===== config.mk =====
export PLATFORM = sky130hd
export DESIGN_NAME = rgb_led_arbiter_flat
export DESIGN_NICKNAME = d
export VERILOG_FILES = /design/src/rtl/rgb_led_arbiter_if.sv /design/src/rtl/rgb_led_arbiter.sv /design/src/flat_wrapper.sv
export SDC_FILE = /design/constraint.sdc
export NUM_CORES = 1
export LEC_CHECK = 0
export ABC_CLOCK_PERIOD_IN_PS = 4700
export CAP_MARGIN = 10
export CELL_PAD_IN_SITES_DETAIL_PLACEMENT = 1
export CELL_PAD_IN_SITES_GLOBAL_PLACEMENT = 1
export CORE_ASPECT_RATIO = 0.6
export CORE_MARGIN = 3
export CORE_UTILIZATION = 40
export CTS_BUF_LIST = sky130_fd_sc_hd__clkbuf_4 sky130_fd_sc_hd__clkbuf_8
export CTS_CLUSTER_DIAMETER = 60
export DETAILED_ROUTE_END_ITERATION = 6
export PLACE_DENSITY = 0.86
export SYNTH_ARGS = -nofsm -noshare
export SYNTH_HDL_FRONTEND = slang
export SYNTH_SLANG_ARGS = --single-unit
export TNS_END_PERCENT = 5

===== constraint.sdc =====
create_clock -name CLK -period 4.7 [get_ports CLK]
set_input_delay 0.94 -clock CLK [delete_from_list [all_inputs] [get_ports CLK]]
set_output_delay 0.94 -clock CLK [all_outputs]
set_load 0.005 [all_outputs]

===== src/rtl/rgb_led_arbiter_if.sv =====
// Bus bundle between the LED requesters and the arbiter.
// The requester side drives REQ/CFGx. The arbiter side drives the grant and the LED parameters.
interface rgb_led_arbiter_if;
    logic [3:0]  REQ;
    logic [15:0] CFG0;
    logic [15:0] CFG1;
    logic [15:0] CFG2;
    logic [15:0] CFG3;
    logic [3:0]  GNT;
    logic [3:0]  RGBCOLOR;
    logic [3:0]  BRIGHTNESS;
    logic [3:0]  BREATHRAMP;
    logic [3:0]  BLINKRATE;
    logic        PARAMSOK;
    logic        BUSY;

    modport master (
        output REQ, CFG0, CFG1, CFG2, CFG3,
        input  GNT, RGBCOLOR, BRIGHTNESS, BREATHRAMP, BLINKRATE, PARAMSOK, BUSY
    );

    modport slave (
        input  REQ, CFG0, CFG1, CFG2, CFG3,
        output GNT, RGBCOLOR, BRIGHTNESS, BREATHRAMP, BLINKRATE, PARAMSOK, BUSY
    );
endinterface


===== src/rtl/rgb_led_arbiter.sv =====
// Fixed-priority owner arbiter for a shared RGB LED.
// An owner keeps the LED for at least HOLD_CYCLES before it can be preempted, reconfigured or released.
module rgb_led_arbiter #(
    parameter int                HOLD_W      = 24,
    parameter logic [HOLD_W-1:0] HOLD_CYCLES = 24'd1350000
) (
    input  logic                CLK,
    input  logic                RST_N,
    rgb_led_arbiter_if.slave    bus
);
    typedef enum logic [1:0] {IDLE, LOAD, HOLD, RELEASE} state_e;

    state_e            state_q;
    logic [1:0]        idx_q;
    logic [1:0]        owner_q;
    logic [3:0]        gnt_q;
    logic [15:0]       par_q;
    logic              ok_q;
    logic [HOLD_W-1:0] cnt_q;

    logic [15:0] cfg [4];
    logic [1:0]  win;
    logic        any_req;
    logic        owner_req;
    logic [15:0] owner_cfg;

    assign cfg[0] = bus.CFG0;
    assign cfg[1] = bus.CFG1;
    assign cfg[2] = bus.CFG2;
    assign cfg[3] = bus.CFG3;

    assign any_req   = |bus.REQ;
    assign owner_req = bus.REQ[owner_q];
    assign owner_cfg = cfg[owner_q];

    // Highest asserted index wins; value is only used when any_req is set.
    always_comb begin
        win = 2'd0;
        for (int i = 0; i < 4; i++) begin
            if (bus.REQ[i]) win = 2'(i);
        end
    end

    always_ff @(posedge CLK or negedge RST_N) begin
        if (!RST_N) begin
            state_q <= IDLE;
            idx_q   <= 2'd0;
            owner_q <= 2'd0;
            gnt_q   <= 4'd0;
            par_q   <= 16'd0;
            ok_q    <= 1'b0;
            cnt_q   <= '0;
        end else begin
            ok_q <= 1'b0;
            case (state_q)
                IDLE: begin
                    if (any_req) begin
                        idx_q   <= win;
                        state_q <= LOAD;
                    end
                end
                LOAD: begin
                    par_q   <= cfg[idx_q];
                    owner_q <= idx_q;
                    gnt_q   <= 4'b0001 << idx_q;
                    ok_q    <= 1'b1;
                    cnt_q   <= HOLD_CYCLES - 1'b1;
                    state_q <= HOLD;
                end
                HOLD: begin
                    // Inputs are ignored entirely until the minimum hold time has elapsed.
                    if (cnt_q != '0) begin
                        cnt_q <= cnt_q - 1'b1;
                    end else if (any_req && (win != owner_q)) begin
                        idx_q   <= win;
                        state_q <= LOAD;
                    end else if (owner_req && (owner_cfg != par_q)) begin
                        idx_q   <= owner_q;
                        state_q <= LOAD;
                    end else if (!any_req) begin
                        state_q <= RELEASE;
                    end
                end
                RELEASE: begin
                    par_q   <= 16'd0;
                    gnt_q   <= 4'd0;
                    ok_q    <= 1'b1;
                    state_q <= IDLE;
                end
                default: state_q <= IDLE;
            endcase
        end
    end

    assign bus.GNT        = gnt_q;
    assign bus.RGBCOLOR   = par_q[15:12];
    assign bus.BRIGHTNESS = par_q[11:8];
    assign bus.BREATHRAMP = par_q[7:4];
    assign bus.BLINKRATE  = par_q[3:0];
    assign bus.PARAMSOK   = ok_q;
    assign bus.BUSY       = (state_q != IDLE);
endmodule


===== src/flat_wrapper.sv =====
// flat-port wrapper written by rule: the top's interface ports become plain ports
module rgb_led_arbiter_flat 
#(
    parameter int                HOLD_W      = 24,
    parameter logic [HOLD_W-1:0] HOLD_CYCLES = 24'd1350000
)
  (CLK, RST_N, bus_REQ, bus_CFG0, bus_CFG1, bus_CFG2, bus_CFG3, bus_GNT, bus_RGBCOLOR, bus_BRIGHTNESS, bus_BREATHRAMP, bus_BLINKRATE, bus_PARAMSOK, bus_BUSY);
  rgb_led_arbiter_if bus_i ();
  input  logic CLK;
  input  logic RST_N;
  input wire logic [$bits(bus_i.REQ)-1:0] bus_REQ;
  input wire logic [$bits(bus_i.CFG0)-1:0] bus_CFG0;
  input wire logic [$bits(bus_i.CFG1)-1:0] bus_CFG1;
  input wire logic [$bits(bus_i.CFG2)-1:0] bus_CFG2;
  input wire logic [$bits(bus_i.CFG3)-1:0] bus_CFG3;
  output wire logic [$bits(bus_i.GNT)-1:0] bus_GNT;
  output wire logic [$bits(bus_i.RGBCOLOR)-1:0] bus_RGBCOLOR;
  output wire logic [$bits(bus_i.BRIGHTNESS)-1:0] bus_BRIGHTNESS;
  output wire logic [$bits(bus_i.BREATHRAMP)-1:0] bus_BREATHRAMP;
  output wire logic [$bits(bus_i.BLINKRATE)-1:0] bus_BLINKRATE;
  output wire logic [$bits(bus_i.PARAMSOK)-1:0] bus_PARAMSOK;
  output wire logic [$bits(bus_i.BUSY)-1:0] bus_BUSY;
  assign bus_i.REQ = bus_REQ;
  assign bus_i.CFG0 = bus_CFG0;
  assign bus_i.CFG1 = bus_CFG1;
  assign bus_i.CFG2 = bus_CFG2;
  assign bus_i.CFG3 = bus_CFG3;
  assign bus_GNT = bus_i.GNT;
  assign bus_RGBCOLOR = bus_i.RGBCOLOR;
  assign bus_BRIGHTNESS = bus_i.BRIGHTNESS;
  assign bus_BREATHRAMP = bus_i.BREATHRAMP;
  assign bus_BLINKRATE = bus_i.BLINKRATE;
  assign bus_PARAMSOK = bus_i.PARAMSOK;
  assign bus_BUSY = bus_i.BUSY;
  rgb_led_arbiter #(.HOLD_W(HOLD_W), .HOLD_CYCLES(HOLD_CYCLES)) u_core (.CLK(CLK), .RST_N(RST_N), .bus(bus_i));
endmodule

After elaboration in Yosys (flattened, before gate mapping)
Index checks and enable logic that the tools add are counted.

word-level totals
  input port bits = 70
  bits in registers = 51
  bits in latches = 0
  bits in read-only memories = 0
  logic and storage cells = 64
  memories kept = 0
  RAM bits = 0
  output and inout bits = 22

operators by class
  shift operators = 1
  reduce and logical (&&, ||, !) cells = 13
  equal/unequal tests = 10
  multiplexer cells = 27
  $mul = 0
  div/mod/pow operators = 0
  bitwise operators = 2
  magnitude comparators = 3
  $add $sub $neg = 1

operators by type and width
  kind                                                        number
  binary-select mux 16 bit (select 2 bit)                     2
  2-to-1 mux 16 bit                                           4
  one-hot mux 24 bit (2 select lines)                         1
  one-hot mux 16 bit (2 select lines)                         1
  2-to-1 mux 24 bit                                           1
  nonzero test 24 bit                                         1
  subtractor 24 x 1 -> 24 bit, second input constant          1
  2-to-1 mux 2 bit                                            11
  inequality test 16 bit                                      1
  one-hot mux 2 bit (4 select lines)                          1
  one-hot mux 4 bit (2 select lines)                          1
  nonzero test 2 bit                                          4
  greater-or-equal comparator 3 bit, second input constant    2
  inverter 2 -> 3 bit                                         2
  == test 2 bit, second input constant                        2
  inequality test 2 x 1 -> 1 bit, second input constant       2
  inequality test 4 bit, second input constant                1
  one-hot mux 2 bit (2 select lines)                          1
  AND reduction 4 bit                                         1
  OR reduction 4 bit                                          1
  left shift 1 x 2 -> 4 bit, first input constant             1
  less-than comparator 2 x 3 -> 1 bit, second input constant  1
  2-to-1 mux 1 bit                                            3
  inequality test 3 x 1 -> 1 bit, second input constant       1
  other kinds (9)                                             10

Logic depth before layout (Yosys ltp)
  depth in word-level cells = 10
  depth in mapped cells = 9

Least setup slack after synthesis
Ideal clock, no wire load.

  kind = input -> register
  from = input port bus_CFG3[8]
  to = register u_core.idx_q[0]
  arrival time = 2.488 ns
  stages = 6
  slack = 2.147 ns
  buffers on the path = 0
  cell sequence = mux4_2 -> xnor2_1 -> nand4_1 -> nor4_1 -> mux2_2 -> nand2_1

on the way
  longest elaborated chain between the ends = 7

ends and longest elaborated chain
  what                                                   RTL line               text
  start, declared                                        flat_wrapper.sv:15     input wire logic [$bits(bus_i.CFG3)-1:0] bus_CFG3;
  binary-select mux 16 bit (select 2 bit)                rgb_led_arbiter.sv:34  assign owner_cfg = cfg[owner_q];
  2-to-1 mux 16 bit (not written as such) (2 in series)  rgb_led_arbiter.sv:34
  inequality test 16 bit                                 rgb_led_arbiter.sv:77  end else if (owner_req && (owner_cfg != par_q)) begin
  logical AND 1 bit                                      rgb_led_arbiter.sv:77
  inequality test 3 x 1 -> 1 bit (no line)               n/a
  AND reduction 4 bit (no line)                          n/a
  end signal, assigned                                   rgb_led_arbiter.sv:58  idx_q <= win;
  end signal, assigned                                   rgb_led_arbiter.sv:75  idx_q <= win;
  end signal, assigned                                   rgb_led_arbiter.sv:78  idx_q <= owner_q;
  end, declared                                          rgb_led_arbiter.sv:14  logic [1:0] idx_q;

Every way passes these cells. The select of a mux whose other input is x is not followed.
A chain may end at the register's enable or synchronous reset.

Worst setup path after layout
  from = input port bus_CFG3[6]
  to = register u_core.idx_q[0]

Same word-level chain as after synthesis.

==> summary.md <==
| Metric | Value |
|---|---|
| Outcome | `finished, final reports clean` |
| WL per Instance | `about 21 µm` |
| Mapped Area | `3440 µm²` |
| Post-synthesis adder-cell area fraction | `0.00728` |
| Vias in the first global route | `around 3300` |
| # clock sinks | `51` |
| DRT Pass-1 Iters | `4` |
| First-pass GRT wire length | `around 18000 µm` |
| Simple-gate share of the synthesized area | `0.165` |
| GR Overflow Total | `0` |
| CTS tree | `built` |
| Post-synthesis cell type count | `46` |
| Yosys reg bits | `a little over 50` |
| Slew HR | `0.284` |
| CTS Buf Count | `5` |
| Max-Cap Viols | `0` |
| Post-route setup TNS | `0 ns` |
| Synth top area share | `0.371` |
| Yosys warns | `0` |
| Slowest stage delay, CP | `0.70 ns` |
| Global-route usage over all layers | `0.229` |
| Fraction of registers with async set or reset after synthesis | `1.00` |
| Post-cts resize count | `0` |
| Area growth from synthesis to layout | `31.1%` |
| Pleak | `1.62 nW` |
| Hold buffers post-CTS | `0` |
| XOR/XNOR Fraction of Synth Area | `0.0637` |
| IR drop worst, VDD | `between 0.2 and 0.3 mV` |
| Finish-stage setup viols | `0` |
| Die span in y | `77.8 µm` |
| Layout Skew | `about 0.010 ns` |
| Gpl congestion | `between 0.7 and 0.8` |
| Final Hold Fails | `0` |
| Critical path, cell by cell | `clkdlybuf4s50_1 -> mux4_2 -> xnor2_1 -> nand4_1 -> nor4_1 -> mux2_2 -> nand2_1` |
| Diodes inserted | `0` |
| Io pins | `92` |
| Core Footprint | `8100 µm²` |
| Die width | `126 µm` |
| Drt total wl | `~11000 µm` |
| Initial antenna violation count | `0` |
| Count leader, synth | `dfrtp_1` |
| Tmin final | `3.10 ns` |
| Root Buffer | `clkbuf_8` |
| Clock-pin slew on the worst setup and hold paths | `0.10 ns` |
| Worst Setup Start Kind | `input pin` |
| Postcts setup bufs | `0` |
| Hold crit path type | `reg -> reg` |
| Gate Count Post-Synth | `320` |
| Post-synth EDFFs | `0` |
| Via-per-instance ratio | `5.87` |
| Rows | `25` |
| Fmax | `322 MHz` |
| Final ANT Viol Nets | `0` |
| Top cells by count, synth | `dfrtp_1 (51), nand2_1 (34), mux4_2 (33), inv_1 (25), o21ai_0 (25)` |
| PD cells | `501 nW/µm²` |
| Average size of a mapped cell | `10.7 µm²` |
| Worst-margin pin slew | `1.07 ns` |
| Largest net degree at the start of global routing | `52` |
| Post-synthesis compound-gate area fraction | `0.112` |
| RSZ-0062 raised after global routing | `false` |
| Setup CP Type | `in -> reg` |
| Register area share after synthesis | `0.371` |
| IO buf count | `91` |
| Critical Path RT | `4.97 ns` |
| Crit. End Element | `flop` |
| Drt drc | `0` |
| Largest cells by area after synthesis | `dfrtp_1 (37%), mux4_2 (22%), xnor2_1 (4.8%)` |
| Initial core utilization | `0.424` |
| Util after Layout | `0.556` |
| Syn nets | `392` |
| Leading area contributor after synthesis | `dfrtp_1` |
| Min Hold Slack | `0.485 ns` |
| Largest family of logic cells by synthesized area | `multiplexers` |
| Crit path max fanout | `4` |
| Worst skew pair latency | `0.32 ns` |
| Top_reg_cell synth | `dfrtp_1` |
| CP max stage cell | `nor4_1` |
| CP arrival | `approximately 3.4 ns` |
| Mux cell area share after synthesis | `0.228` |
| Die Area | `9770 µm²` |
| Drt initial violations | `between 200 and 250` |
| Share of post-route cells with drive strength above 1 | `0.139` |
| Final slew viol count | `0` |
| Final period utilization | `0.661` |
| Detailed-placement wirelength estimate | `8300 µm` |
| DR vias | `2999` |
| Bufs on Longest Clock Path | `2` |
| H-tree depth | `2` |
| Final #Nets | `~470` |
through the flow:
step	cell area (µm²)	worst slack (ns)	instances	power [mW]
finish	4510	1.60	511	2.26
detailed placement	4420	1.28	503	2.01
CTS	4510	1.62	511	2.27
global route	4510	1.46	511	2.41
floorplan	3440	2.15	320	1.52
global placement	4420	1.36	503	1.94
worst max-delay path, delay by kind of cell:
family / cells / cell delay [ns]
muxes: 2 / 0.90
and+or+nand+nor: 3 / 0.89
buffers and inverters: 1 / 0.44
xor gates and xnor gates: 1 / 0.22
power breakdown:
part / leakage [nW] / total [mW] / internal (mW) / switching, mW
Clock: 0.0477 / 0.260 / 0.102 / 0.157
Combinational: 0.950 / 1.21 / 0.663 / 0.543
Sequential: 0.626 / 0.790 / 0.556 / 0.234
Total: 1.62 / 2.26 / 1.32 / 0.935
per-layer routing:
layer  wire, µm  up-vias  GRT usage
li1           -     1359          -
met1       5120     1555      0.314
met2       5050       75      0.376
met3        610       10     0.0488
met4        103        0     0.0476
met5          0        -          0
cell type report:
class | count | area (µm²)
Timing Repair Buffer | 95 | 936
Fill cell | 864 | 3600
Clock inverter | 3 | 15.0
Inverter | 25 | 93.8
Tap cell | 108 | 135
Sequential cell | 51 | 1280
Clock buffer | 5 | 68.8
Multi-Input combinational cell | 224 | 1980
flip-flops by register name, summed over array words and instances (netlist names):
register and cells:
u_core.par_q 16, u_core.idx_q 2, u_core.bus.GNT 4, u_core.cnt_q 24, u_core.owner_q 2, u_core.bus.PARAMSOK 1, u_core.state_q 2
worst paths after layout:
kind	startpoint	end	slack [ns]	cells past startpoint
max	bus_CFG3[6]	u_core.idx_q[0]	1.60	7
min	u_core.cnt_q[10]	u_core.cnt_q[10]	0.48	1
max reg2reg	u_core.owner_q[1]	u_core.idx_q[0]	1.63	6
min reg2reg	u_core.cnt_q[10]	u_core.cnt_q[10]	0.48	1
max in group asynchronous	RST_N	u_core.par_q[8]	3.53	2
min in group asynchronous	RST_N	u_core.cnt_q[6]	0.73	2
cells by family after synthesis:
kind of cell | Yosys count
flops | 51
fa+ha+maj | 2
compound gates | 56
xor+xnor | 25
mux | 37
simple gates | 104
buf+inv | 45
cell usage in the layout (no fill, tap or decap), drive strengths merged, types with 3 or more instances in the layout:
master / instances
o211ai: 3
inv: 25
o41ai: 3
a31oi: 3
xor2: 6
nand2: 34
mux2i: 3
mux4: 33
nor2: 10
xnor2: 19
clkdlybuf4s50: 90
nor3: 9
o311ai: 4
dfrtp: 51
nand3: 9
or3: 6
clkbuf: 5
o21ai: 25
nor2b: 3
or4: 7
nand2b: 5
o31ai: 3
clkinv: 3
nor4: 4
a21oi: 4
buf: 5
nand4: 8
Power figures use the tool's default switching activity.
